$ cat config.mk
export PLATFORM = sky130hd
export DESIGN_NAME = alu_arbiter
export DESIGN_NICKNAME = d
export VERILOG_FILES = /design/src/rtl/alu_arbiter.sv
export SDC_FILE = /design/constraint.sdc
export NUM_CORES = 1
export LEC_CHECK = 0
export BUFFER_PORTS_ARGS = -buffer_cell sky130_fd_sc_hd__buf_2
export CORE_ASPECT_RATIO = 0.75
export CORE_UTILIZATION = 44
export DETAILED_ROUTE_END_ITERATION = 12
export PLACE_DENSITY = 0.9
export REMOVE_ABC_BUFFERS = 1
export SYNTH_ARGS = -nofsm -noshare
export SYNTH_HDL_FRONTEND = slang
export SYNTH_SLANG_ARGS = --single-unit
$ cat constraint.sdc
create_clock -name CLK -period 2.13 [get_ports CLK]
set_input_delay 0.213 -clock CLK [delete_from_list [all_inputs] [get_ports CLK]]
set_output_delay 0.213 -clock CLK [all_outputs]
set_load 0.02 [all_outputs]
$ cat src/rtl/alu_arbiter.sv
// Two-requester round-robin front end for a shared multi-cycle ALU.
// One transaction in flight at a time: grant, issue for one cycle, wait out the ALU latency, respond.
module alu_arbiter #(
  parameter int DW      = 8,
  parameter int CW      = 4,
  parameter int LAT     = 1,
  parameter int MUL_LAT = 2
) (
  input  logic              CLK,
  input  logic              RST,
  input  logic [1:0]        REQ_VALID,
  output logic [1:0]        REQ_READY,
  input  logic [2*DW-1:0]   REQ_OPA,
  input  logic [2*DW-1:0]   REQ_OPB,
  input  logic [2*CW-1:0]   REQ_CMD,
  input  logic [1:0]        REQ_MODE,
  input  logic [1:0]        REQ_CIN,
  output logic [DW-1:0]     ALU_OPA,
  output logic [DW-1:0]     ALU_OPB,
  output logic [CW-1:0]     ALU_CMD,
  output logic              ALU_MODE,
  output logic              ALU_CIN,
  output logic              ALU_CE,
  output logic [1:0]        ALU_INP_VALID,
  input  logic [2*DW-1:0]   ALU_RES,
  input  logic [5:0]        ALU_FLAGS,
  output logic [1:0]        RSP_VALID,
  output logic [2*DW-1:0]   RSP_RES,
  output logic [5:0]        RSP_FLAGS,
  output logic              BUSY
);

  localparam int MAX_LAT = (MUL_LAT > LAT) ? MUL_LAT : LAT;
  localparam int CNTW    = (MAX_LAT > 1) ? $clog2(MAX_LAT) : 1;
  localparam logic [CNTW-1:0] LAT_LOAD  = CNTW'(LAT - 1);
  localparam logic [CNTW-1:0] MUL_LOAD  = CNTW'(MUL_LAT - 1);
  localparam logic [CW-1:0]   CMD_MUL_A = CW'(9);
  localparam logic [CW-1:0]   CMD_MUL_B = CW'(10);

  typedef enum logic [1:0] {IDLE, ISSUE, WAIT, RESP} state_t;

  state_t            state;
  state_t            state_next;
  logic              ptr;
  logic              idx_q;
  logic [DW-1:0]     opa_q;
  logic [DW-1:0]     opb_q;
  logic [CW-1:0]     cmd_q;
  logic              mode_q;
  logic              cin_q;
  logic [CNTW-1:0]   cnt;
  logic [2*DW-1:0]   rsp_res_q;
  logic [5:0]        rsp_flags_q;
  logic [1:0]        grant;
  logic              handshake;
  logic              grant_idx;
  logic              is_mul;
  logic              cnt_zero;

  // Contention goes to the requester named by ptr; a lone requester always wins.
  always_comb begin
    // NOTE: default assigned first so no path leaves grant unassigned, which would infer a latch.
    grant = 2'b00;
    case (REQ_VALID)
      2'b01:   grant = 2'b01;
      2'b10:   grant = 2'b10;
      2'b11:   grant = ptr ? 2'b10 : 2'b01;
      default: grant = 2'b00;
    endcase
  end

  assign REQ_READY = (state == IDLE) ? grant : 2'b00;
  assign handshake = |(REQ_VALID & REQ_READY);
  assign grant_idx = REQ_READY[1];
  assign is_mul    = mode_q && ((cmd_q == CMD_MUL_A) || (cmd_q == CMD_MUL_B));
  assign cnt_zero  = (cnt == '0);

  always_comb begin
    state_next = state;
    case (state)
      IDLE:    if (handshake) state_next = ISSUE;
      ISSUE:   state_next = WAIT;
      WAIT:    if (cnt_zero) state_next = RESP;
      RESP:    state_next = IDLE;
      default: state_next = IDLE;
    endcase
  end

  // NOTE: sequential state uses non-blocking assignment so every flop samples pre-edge values.
  always_ff @(posedge CLK or negedge RST) begin
    if (!RST) state <= IDLE;
    else      state <= state_next;
  end

  // NOTE: datapath registers are reset too, because the ALU-facing outputs must read zero out of reset.
  always_ff @(posedge CLK or negedge RST) begin
    if (!RST) begin
      ptr         <= 1'b0;
      idx_q       <= 1'b0;
      opa_q       <= '0;
      opb_q       <= '0;
      cmd_q       <= '0;
      mode_q      <= 1'b0;
      cin_q       <= 1'b0;
      cnt         <= '0;
      rsp_res_q   <= '0;
      rsp_flags_q <= '0;
    end else begin
      if (handshake) begin
        ptr    <= ~grant_idx;
        idx_q  <= grant_idx;
        opa_q  <= grant_idx ? REQ_OPA[2*DW-1:DW] : REQ_OPA[DW-1:0];
        opb_q  <= grant_idx ? REQ_OPB[2*DW-1:DW] : REQ_OPB[DW-1:0];
        cmd_q  <= grant_idx ? REQ_CMD[2*CW-1:CW] : REQ_CMD[CW-1:0];
        mode_q <= REQ_MODE[grant_idx];
        cin_q  <= REQ_CIN[grant_idx];
      end
      // Counter holds remaining WAIT cycles minus one; zero marks the capture edge.
      if (state == ISSUE) begin
        cnt <= is_mul ? MUL_LOAD : LAT_LOAD;
      end else if ((state == WAIT) && !cnt_zero) begin
        cnt <= cnt - CNTW'(1);
      end
      if ((state == WAIT) && cnt_zero) begin
        rsp_res_q   <= ALU_RES;
        rsp_flags_q <= ALU_FLAGS;
      end
    end
  end

  assign ALU_OPA       = opa_q;
  assign ALU_OPB       = opb_q;
  assign ALU_CMD       = cmd_q;
  assign ALU_MODE      = mode_q;
  assign ALU_CIN       = cin_q;
  assign ALU_CE        = (state == ISSUE);
  assign ALU_INP_VALID = {2{ALU_CE}};
  assign RSP_VALID     = (state == RESP) ? (idx_q ? 2'b10 : 2'b01) : 2'b00;
  assign RSP_RES       = rsp_res_q;
  assign RSP_FLAGS     = rsp_flags_q;
  assign BUSY          = (state != IDLE);

endmodule

==> run metrics <==
first-pass iteration count of the detailed router 4; Die H around 63 um; Worst Tran Pin Value 0.4168 ns; first-pass GRT wire length 8293 um; final core occ 63.78%; Yosys top cell by area dfrtp_1; CTS Buf Count 5; Worst VDD drop about 0.80 mV; top_reg_cell synth dfrtp_1; vias in the first global route 1775; diode count 0; Final Skew 0.002874 ns; clk root buf clkbuf_8; CP Class reg -> out; vias 1806; unrepaired setup endpoints after global routing false; layout cells sized above 1 55.44%; Site Rows 21; # IOs 122; post-route DRC violation count 0; grt ovf 0; initial core utilization 47.43%; worst min path class in -> reg; core area 4598 um^2; top-area cell type share of the netlist area 56.22%; Synth Register Bits 49; pwr/cell area between 1500 and 2000 nW/um^2; CP required 1.92 ns; number of flops mapped to enable cells by yosys 0; commonest non-fill, non-tap cell in the layout buf_2; clk buf depth 2; # setup viols final 0; Post-CTS Setup Inserts 0; Num Clock Sinks between 40 and 50; HPWL after DPL 3915 um; most frequent cells in the layout buf_2 (121), dfrtp_1 (49), mux2_2 (23); fin crit period 1.997 ns; CTS H-tree depth 2; WL final slightly above 5000 um; largest net degree at the start of global routing 34; post-synthesis sequential area ratio 56.22%; Vias per Instance ~5.1; largest cells by area after synthesis dfrtp_1 (56%), mux2_2 (12%), a221o_1 (6.9%); Nets 368; CTS tree done; antenna violations before repair 0; fmax 0.5007 GHz; clock latency on the worst-skew pair 0.30 ns; worst r2r src state[0]; Syn Inst Count 170; mapped cell area 2181 um^2; chip width 83.30 um; Critical Path Source state[0]; number of synthesis warnings 0; Placer Congestion between 0.7 and 0.8; Layout area overhead 34.48%; final hold vios 0; wire per inst 14.53 um; setup TNS 0 ns; clk slew on worst S/H paths 0.09 ns; Routed Antenna Nets 0; Total GRT Usage 20.34%; Distinct cells, synth 25; Rel. slew slack ~72%; ratio of final minimum period to clock period 93.76%; CP arrival 1.78 ns; hold path start REQ_OPB[3]; Avg Cell Area, Syn 12.83 um^2; Die ar. between 5000 and 6000 um^2; Leakage Power 1.502 nW; max-cap viol count 0; Final Slew Violations 0; worst-path fanout max 17; Worst setup SP type flip-flop; Worst setup EP type output port; DRT iter0 DRCs 64; post-synthesis async set-or-reset flop share 100.0%; number of port buffers approximately 120; status complete, no violations
## worst max-delay path, cell delays in order, from the launching register on
cell and delay (ns):
dfrtp_1 0.42, inv_1 0.13, ha_2 0.24, and2_4 0.21, and2_4 0.27, buf_2 0.20
## cells in the mapped netlist (2+ instances only)
| cell type | number |
|---|---|
| clkbuf_1 | 2 |
| a221o_1 | 15 |
| inv_1 | 4 |
| ha_1 | 5 |
| mux2_2 | 23 |
| buf_4 | 2 |
| a21o_1 | 2 |
| nor2b_1 | 2 |
| nand2_1 | 8 |
| buf_6 | 3 |
| and2_4 | 2 |
| a21oi_1 | 8 |
| dfrtp_1 | 49 |
| a2bb2oi_1 | 7 |
| o21ai_0 | 8 |
| buf_2 | 5 |
| and2_1 | 17 |
## final timing paths
kind,to,slack [ns],depth (start not counted)
worst min-delay path,ALU_OPB[3],0.13,2
max in group asynchronous,RSP_RES[3],1.02,3
worst max register to register,RSP_RES[7],0.43,5
worst max-delay path,REQ_READY[1],0.13,5
min in group asynchronous,ALU_OPB[0],0.36,2
worst min register to register,ALU_OPA[7],0.48,2
## stage by stage
stage / worst slack [ns] / instance area [um^2] / instances / hold WS, ns / power, mW
after floorplan: -0.1254 / 2100 / 158 / -0.08259 / 3.296
after global routing: 0.05060 / 2933 / 351 / 0.1195 / 5.004
after CTS: 0.08426 / 2925 / 351 / 0.1254 / 4.730
final: 0.1329 / 2933 / 351 / 0.1333 / 4.676
after detailed placement: 0.3998 / 2824 / 342 / 0.1523 / 4.171
after global placement: 0.4877 / 2824 / 342 / 0.1502 / 4.067
## power by group
part           switching, mW  leakage, nW  internal, mW
Combinational           1.36        0.874          1.10
Sequential             0.267        0.592          1.40
Clock                  0.315       0.0364         0.230
## area by class of cell
class                      count  area (um^2)
inverter                       4        15.01
multi-input combinational    105        868.3
clock inverter                 3        22.52
timing repair buffer         128        660.6
sequential                    49         1226
tap                           57        71.32
clock buffer                   5        68.82
fill                         393         1665
## registers in the layout, indices dropped and copies added (netlist names)
register and flops:
ALU_OPB 8, RSP_RES 16, idx_q 1, cnt 1, ALU_CIN 1, ALU_OPA 8, ptr 1, state 2
ALU_CMD 4, ALU_MODE 1, RSP_FLAGS 6
## timing repair
action	in CTS	in global routing
endpoints found under the setup margin	0	2
gates resized for setup	0	2
hold buffers	1	0
hold endpoints to repair	16	0
## logic make-up (layout without fill, tap and decap cells)
kind of cell             after synthesis  count (layout)  share of synthesized area (%)
AO/OA/AOI/OAI                         43              43                          15.26
multiplexers                          23              23                          11.88
flip-flops                            49              49                          56.23
adder cells (fa/ha/maj)                5               5                          2.869
XOR/XNOR                               1               1                         0.4017
AND/OR/NAND/NOR                       33              33                          8.951
buffers and inverters                 16             140                          4.417
## per-layer routing
layer | GRT usage [%] | vias to the layer above | share of wire (%)
li1 | - | 856 | -
met5 | 0 | - | 0
met3 | 6.341 | 7 | 7.0
met1 | 23.95 | 877 | 43
met4 | 8.190 | 0 | 1.5
met2 | 34.73 | 66 | 49
Power figures use the tool's default switching activity.
